==> config.mk <==
export PLATFORM = sky130hd
export DESIGN_NAME = gpu_bus_bridge
export DESIGN_NICKNAME = d
export VERILOG_FILES = /design/src/rtl/gpu_pkg.sv /design/src/rtl/gpu_region_decode.sv /design/src/rtl/gpu_bus_bridge.sv
export SDC_FILE = /design/constraint.sdc
export NUM_CORES = 1
export LEC_CHECK = 0
export BUFFER_PORTS_ARGS = -buffer_cell sky130_fd_sc_hd__clkbuf_2
export CAP_MARGIN = 20
export CORE_ASPECT_RATIO = 0.7
export CORE_UTILIZATION = 55
export DETAILED_ROUTE_END_ITERATION = 7
export HOLD_SLACK_MARGIN = 0.02
export PLACE_DENSITY = 0.89
export SETUP_SLACK_MARGIN = 0.05
export SYNTH_ARGS = -nofsm -noshare
export SYNTH_HDL_FRONTEND = slang
export SYNTH_SLANG_ARGS = --single-unit
==> constraint.sdc <==
create_clock -name clk -period 5.4 [get_ports clk]
set_input_delay 0.54 -clock clk [delete_from_list [all_inputs] [get_ports clk]]
set_output_delay 0.54 -clock clk [all_outputs]
set_load 0.01 [all_outputs]
==> src/rtl/gpu_pkg.sv <==
// Shared constants and types for the GPU CPU-bus bridge: register map, FSM states and
// memory-region geometry.
package gpu_pkg;

  localparam logic [2:0] RegStatus = 3'd0;
  localparam logic [2:0] RegIncr   = 3'd3;
  localparam logic [2:0] RegAddrLo = 3'd4;
  localparam logic [2:0] RegAddrHi = 3'd5;
  localparam logic [2:0] RegData   = 3'd6;

  typedef enum logic [2:0] {
    StIdle,
    StWr,
    StAdv,
    StFetch,
    StCap
  } bridge_state_e;

  // Bit positions inside the region one-hot.
  localparam int unsigned RegionTile  = 0;
  localparam int unsigned RegionAttr  = 1;
  localparam int unsigned RegionColor = 2;

  localparam int unsigned DefTileDepth  = 2048;
  localparam int unsigned DefAttrDepth  = 4096;
  localparam int unsigned DefColorDepth = 16;

  function automatic int unsigned region_limit(int unsigned tile_depth,
                                               int unsigned attr_depth,
                                               int unsigned color_depth);
    return tile_depth + attr_depth + color_depth;
  endfunction

  localparam int unsigned DefAttrBase  = DefTileDepth;
  localparam int unsigned DefColorBase = DefTileDepth + DefAttrDepth;
  localparam int unsigned DefLimit     = region_limit(DefTileDepth, DefAttrDepth, DefColorDepth);

endpackage

==> src/rtl/gpu_region_decode.sv <==
// Maps the flat VRAM pointer onto tile/attr/colour regions. Offsets of unselected regions
// are held at zero so idle memory address buses stay quiet.
module gpu_region_decode import gpu_pkg::*; #(
  parameter int unsigned ADDR_W      = 16,
  parameter int unsigned TILE_DEPTH  = DefTileDepth,
  parameter int unsigned ATTR_DEPTH  = DefAttrDepth,
  parameter int unsigned COLOR_DEPTH = DefColorDepth
) (
  input  logic [ADDR_W-1:0]               ptr,
  output logic [2:0]                      region,
  output logic                            out_of_range,
  output logic [$clog2(TILE_DEPTH)-1:0]   tile_off,
  output logic [$clog2(ATTR_DEPTH)-1:0]   attr_off,
  output logic [$clog2(COLOR_DEPTH)-1:0]  color_off
);

  localparam int unsigned TileAw    = $clog2(TILE_DEPTH);
  localparam int unsigned AttrAw    = $clog2(ATTR_DEPTH);
  localparam int unsigned ColorAw   = $clog2(COLOR_DEPTH);
  localparam int unsigned AttrBase  = TILE_DEPTH;
  localparam int unsigned ColorBase = TILE_DEPTH + ATTR_DEPTH;
  localparam int unsigned Limit     = region_limit(TILE_DEPTH, ATTR_DEPTH, COLOR_DEPTH);

  logic [31:0] p;
  assign p = 32'(ptr);

  always_comb begin
    region       = '0;
    out_of_range = 1'b0;
    tile_off     = '0;
    attr_off     = '0;
    color_off    = '0;
    if (p < AttrBase) begin
      region[RegionTile] = 1'b1;
      tile_off           = TileAw'(p);
    end else if (p < ColorBase) begin
      region[RegionAttr] = 1'b1;
      attr_off           = AttrAw'(p - AttrBase);
    end else if (p < Limit) begin
      region[RegionColor] = 1'b1;
      color_off           = ColorAw'(p - ColorBase);
    end else begin
      out_of_range = 1'b1;
    end
  end

endmodule

==> src/rtl/gpu_bus_bridge.sv <==
// CPU-facing register port of the GPU: windowed, auto-incrementing access to tile, attribute
// and colour RAM, with read-back through a one-byte prefetch buffer.
module gpu_bus_bridge import gpu_pkg::*; #(
  parameter int unsigned ADDR_W      = 16,
  parameter int unsigned TILE_DEPTH  = DefTileDepth,
  parameter int unsigned ATTR_DEPTH  = DefAttrDepth,
  parameter int unsigned COLOR_DEPTH = DefColorDepth
) (
  input  logic                            clk,
  input  logic                            rst,
  input  logic                            cpu_cs_n,
  input  logic                            cpu_rw,
  input  logic [2:0]                      cpu_addr,
  input  logic [7:0]                      cpu_wdata,
  output logic [7:0]                      cpu_rdata,
  output logic                            cpu_rdata_oe,
  output logic                            tile_we,
  output logic                            tile_re,
  output logic [$clog2(TILE_DEPTH)-1:0]   tile_addr,
  output logic [7:0]                      tile_wdata,
  input  logic [7:0]                      tile_rdata,
  output logic                            attr_we,
  output logic                            attr_re,
  output logic [$clog2(ATTR_DEPTH)-1:0]   attr_addr,
  output logic [7:0]                      attr_wdata,
  input  logic [7:0]                      attr_rdata,
  output logic                            color_we,
  output logic                            color_re,
  output logic [$clog2(COLOR_DEPTH)-1:0]  color_addr,
  output logic [7:0]                      color_wdata,
  input  logic [7:0]                      color_rdata
);

  bridge_state_e     state_q, state_d;
  logic              cs_s1_q, cs_s2_q, cs_s3_q;
  logic              strobe;
  logic [ADDR_W-1:0] ptr_q, ptr_d;
  logic [7:0]        incr_q, incr_d;
  logic [7:0]        buf_q, buf_d;
  logic [7:0]        wdata_q, wdata_d;
  logic              sticky_q, sticky_d;
  logic [2:0]        rd_sel_q;
  logic [15:0]       ptr_ext;
  logic              busy;
  logic [2:0]        region;
  logic              oor;
  logic [7:0]        rd_val;
  logic              rd_active;

  gpu_region_decode #(
    .ADDR_W      (ADDR_W),
    .TILE_DEPTH  (TILE_DEPTH),
    .ATTR_DEPTH  (ATTR_DEPTH),
    .COLOR_DEPTH (COLOR_DEPTH)
  ) u_decode (
    .ptr          (ptr_q),
    .region       (region),
    .out_of_range (oor),
    .tile_off     (tile_addr),
    .attr_off     (attr_addr),
    .color_off    (color_addr)
  );

  // Synchroniser resets high so no falling edge appears on the cycle after reset.
  always_ff @(posedge clk) begin
    if (!rst) begin
      cs_s1_q  <= 1'b1;
      cs_s2_q  <= 1'b1;
      cs_s3_q  <= 1'b1;
      rd_sel_q <= '0;
    end else begin
      cs_s1_q  <= cpu_cs_n;
      cs_s2_q  <= cs_s1_q;
      cs_s3_q  <= cs_s2_q;
      rd_sel_q <= cpu_addr;
    end
  end

  assign strobe  = cs_s3_q & ~cs_s2_q;
  assign busy    = (state_q != StIdle);
  assign ptr_ext = 16'(ptr_q);

  // FSM state register
  always_ff @(posedge clk) begin
    if (!rst) state_q <= StIdle;
    else      state_q <= state_d;
  end

  // FSM next state
  always_comb begin
    state_d = state_q;
    unique case (state_q)
      StIdle: begin
        if (strobe) begin
          if (!cpu_rw) begin
            if (cpu_addr == RegData) begin
              state_d = StWr;
            end else if ((cpu_addr == RegAddrLo) || (cpu_addr == RegAddrHi)) begin
              state_d = StFetch;
            end
          end else if (cpu_addr == RegData) begin
            state_d = StAdv;
          end
        end
      end
      StWr:    state_d = StAdv;
      StAdv:   state_d = StFetch;
      StFetch: state_d = StCap;
      StCap:   state_d = StIdle;
      default: state_d = StIdle;
    endcase
  end

  // FSM outputs: memory strobes follow the decoded region, none when out of range.
  always_comb begin
    tile_we  = 1'b0;
    attr_we  = 1'b0;
    color_we = 1'b0;
    tile_re  = 1'b0;
    attr_re  = 1'b0;
    color_re = 1'b0;
    unique case (state_q)
      StWr: begin
        tile_we  = region[RegionTile];
        attr_we  = region[RegionAttr];
        color_we = region[RegionColor];
      end
      StFetch: begin
        tile_re  = region[RegionTile];
        attr_re  = region[RegionAttr];
        color_re = region[RegionColor];
      end
      default: ;
    endcase
  end

  always_comb begin
    ptr_d    = ptr_q;
    incr_d   = incr_q;
    buf_d    = buf_q;
    wdata_d  = wdata_q;
    sticky_d = sticky_q;
    if (strobe) begin
      if (busy) begin
        sticky_d = 1'b1;
      end else begin
        wdata_d = cpu_wdata;
        if (!cpu_rw) begin
          case (cpu_addr)
            RegIncr:   incr_d = cpu_wdata;
            RegAddrLo: ptr_d  = ADDR_W'({ptr_ext[15:8], cpu_wdata});
            RegAddrHi: ptr_d  = ADDR_W'({cpu_wdata, ptr_ext[7:0]});
            default: ;
          endcase
        end else if (cpu_addr == RegStatus) begin
          sticky_d = 1'b0;
        end
      end
    end
    case (state_q)
      StWr:  if (oor) sticky_d = 1'b1;
      StAdv: ptr_d = ptr_q + ADDR_W'(incr_q);
      // region is all-zero when out of range, so the buffer loads 0x00 there.
      StCap: buf_d = ({8{region[RegionTile]}}  & tile_rdata) |
                     ({8{region[RegionAttr]}}  & attr_rdata) |
                     ({8{region[RegionColor]}} & color_rdata);
      default: ;
    endcase
  end

  always_ff @(posedge clk) begin
    if (!rst) begin
      ptr_q    <= '0;
      incr_q   <= 8'd1;
      buf_q    <= '0;
      wdata_q  <= '0;
      sticky_q <= 1'b0;
    end else begin
      ptr_q    <= ptr_d;
      incr_q   <= incr_d;
      buf_q    <= buf_d;
      wdata_q  <= wdata_d;
      sticky_q <= sticky_d;
    end
  end

  assign tile_wdata  = wdata_q;
  assign attr_wdata  = wdata_q;
  assign color_wdata = wdata_q;

  always_comb begin
    rd_val = '0;
    case (rd_sel_q)
      RegStatus: rd_val = {6'b0, sticky_q, busy};
      RegIncr:   rd_val = incr_q;
      RegAddrLo: rd_val = ptr_ext[7:0];
      RegAddrHi: rd_val = ptr_ext[15:8];
      RegData:   rd_val = buf_q;
      default:   rd_val = '0;
    endcase
  end

  assign rd_active    = rst & ~cpu_cs_n & cpu_rw;
  assign cpu_rdata_oe = rd_active;
  assign cpu_rdata    = rd_active ? rd_val : 8'h00;

endmodule
==> results by group <==
Detailed routing
  – Vias: 3391
  – WL final: 9686 um
  – Drt pass-1 iters: 5
  – Via density: 6.165
  – Iter 0 DRT Violations: 307
  – DR WL/cell: 17.61 um
  – ANT nets after route: 0
  – DRC errors left: 0

Worst setup path
  – Critical path startpoint: ptr_ext[13]$_SDFFE_PN0P_
  – Crit path to: attr_addr[0]
  – Worst reg2reg path endpoint: ptr_ext[10]$_SDFFE_PN0P_
  – Cell Chain, Critical Path: or3_1, nor2_2, and2_1, clkbuf_2
  – Nature of the critical path startpoint: flip-flop
  – Worst R2R Path Depth: 8
  – Crit-path max FO: 19
  – Arrival @ worst endpoint: 2.19 ns
  – Flop-to-flop setup slack: 3.00 ns
  – Worst Setup End Kind: output pin
  – Critical path class: flip-flop to output pin
  – CP max stage delay: 0.61 ns
  – FF-to-FF Start: ptr_ext[0]$_SDFFE_PN0P_
  – Critical-path top delay cell: nor2_2
  – Required @ worst endpoint: 4.86 ns

STA
  – Slew @ Worst Pin: 1.018 ns
  – RSZ-0062 raised after global routing: no
  – Worst setup margin: 2.671 ns
  – Tcrit/Tclk final: 0.5054
  – Final min period: 2.729 ns
  – Final Setup Violations: 0
  – Final hold vios: 0
  – Max-slew violations: 0
  – Slew Limit Headroom: 0.3123
  – Setup TNS: 0 ns
  – Max Clock Freq: 366.4 MHz
  – Clock tree skew after final layout: 0.003802 ns

Finish
  – Commonest non-fill, non-tap cell in the layout: clkbuf_2
  – Fillers: 502
  – Commonest non-fill, non-tap cells in the layout: clkbuf_2 (104), dfxtp_1 (50), nor2_1 (42)
  – Final Net Count: 522
  – Fin area: 3760 um2
  – Final core occ: 0.6565
  – N_diodes: 0
  – Share of layout cells above drive strength 1: 0.2632
  – Area delta synth->final: 14.91%

Placed design
  – Port bufs: 104
  – Routability congestion estimate: 0.9536
  – Dpl cell area: 3669 um2
  – Hpwl dp: 7123 um
  – Place WS: 3.040 ns

Synth
  – Mapped Cells: 402
  – Mapped Avg Cell Area: 8.139 um2
  – Post-synthesis async set-or-reset flop share: 0
  – Sequential share of the synthesized area: 0.3059
  – Synth Flop Type: dfxtp_1
  – Synthesized area: 3272 um2
  – Post-synth EDFFs: 0
  – Distinct cells, synth: 61
  – FF+latch count, synth: 50
  – Total nets after synthesis: 450
  – Ys Warns: 0

Global route
  – Antenna violations before repair: 0
  – Pin count of the biggest net entering global routing: 30
  – M1 GR Usage: 0.4412
  – Grt met2 use: 0.4638
  – All-Layer GR Usage: 0.3080
  – GRT Residual Overflow: 0
  – Global-route wire length before repair: 14750 um
  – Busiest layer in global routing: met2
  – Met3 usage: 0.06621
  – Vias in the first global route: 2892

Worst hold path
  – Worst hold path type: flip-flop to flip-flop
  – Hold Path Stages: 1

Die
  – DIE HEIGHT: 66.53 um
  – IO Pins: 105
  – Std cell rows: 23
  – Die Wd: 94.19 um
  – DIE AREA: 6266 um2
  – Starting density of the core: 0.5713
  – Core ar.: 5727 um2

Power
  – Pwr Density: 207.8 nW/um2
  – Maximum vdd drop: 0.1136 mV
  – Leak: 1.780 nW

CTS
  – Clock Tree Root: clkbuf_8
  – Resized cells post-CTS: 0
  – Worst-skew pair later-pin latency: 0.31 ns
  – Hold Buf Count CTS: 0
  – Maximum root-to-sink buffer count: 2
  – # clock sinks: 50
  – TritonCTS clock tree: yes
  – CTS buffer count: 5
  – CTS H-tree depth: 2
  – CTS clk-pin slew, worst paths: 0.09 ns
  – Setup Buffers After CTS: 0

Outcome
  – Status: completed

Job
  – Max-cap viol count: 0
layer usage:
metal	vias to the layer above	routed length, um
met2	206	4271
met1	1595	4217
li1	1575	-
met4	0	98
met5	-	0
met3	15	1099
power by group:
group / internal [mW] / total (mW) / switching (mW)
combinational: 0.0574 / 0.144 / 0.0870
sequential: 0.381 / 0.404 / 0.0232
clock: 0.104 / 0.233 / 0.129
total: 0.542 / 0.781 / 0.239
registers in the layout, summed over array words and instances, names as in the netlist, 3 cells and up:
| register | flops |
|---|---|
| ptr_ext | 16 |
| attr_wdata | 8 |
| buf_q | 8 |
| incr_q | 8 |
| rd_sel_q | 3 |
| state_q | 3 |
Yosys cell counts, types with 6 or more instances:
master | count | area (um2)
nor3_1 | 6 | 30.03
nor2_1 | 42 | 157.7
a221oi_1 | 16 | 140.1
buf_4 | 16 | 120.1
nand2_1 | 34 | 127.6
buf_2 | 10 | 50.05
xnor2_1 | 7 | 61.31
clkbuf_1 | 11 | 41.29
dfxtp_1 | 50 | 1001
and2_1 | 32 | 200.2
nor3b_1 | 11 | 82.58
mux2i_1 | 26 | 260.3
a21oi_1 | 27 | 135.1
ha_1 | 8 | 100.1
o21ai_0 | 19 | 95.09
kinds of logic after synthesis:
logic type / after synthesis / synth area share
xor+xnor: 9 / 0.02409
fa+ha+maj: 9 / 0.03671
mux: 26 / 0.07954
simple gates: 162 / 0.2658
flops: 50 / 0.3059
buf+inv: 45 / 0.07610
compound gates: 101 / 0.2119
critical path: cells and delay by family, from the launching register on:
family        cells  cell delay, ns
flops             1            0.36
simple gates      3            1.38
buf+inv           1            0.14
layout make-up:
cell class              instances  area (um2)  area share
clock inverters                 1       5.005    0.001331
multi-input cells             307        2027      0.5391
well taps                      75       93.84     0.02496
clock buffers                   7       86.33     0.02296
inverters                       5       18.77    0.004992
repair buffers                105       528.0      0.1404
flip-flops and latches         50        1001      0.2662
stage by stage:
stage               cells  hold WS (ns)  power, mW
floorplan             402        0.3863     0.5029
global placement      542        0.3875     0.5486
detailed placement    542        0.3961     0.5529
CTS                   550        0.4198     0.7794
global route          550        0.4237     0.8101
finish                550        0.4169     0.7815
worst min path at each step:
| stage | start | to | slack, ns |
|---|---|---|---|
| finish | cs_s1_q$_SDFF_PN1_ | cs_s2_q$_SDFF_PN1_ | 0.42 |
| global route | cpu_cs_n | cs_s1_q$_SDFF_PN1_ | 0.42 |
| CTS | cs_s1_q$_SDFF_PN1_ | cs_s2_q$_SDFF_PN1_ | 0.42 |
| detailed placement | cs_s1_q$_SDFF_PN1_ | cs_s2_q$_SDFF_PN1_ | 0.40 |
| global placement | cs_s1_q$_SDFF_PN1_ | cs_s2_q$_SDFF_PN1_ | 0.39 |
| floorplan | cs_s1_q$_SDFF_PN1_ | cs_s2_q$_SDFF_PN1_ | 0.39 |
No activity file was read; power rests on OpenSTA's default activity.
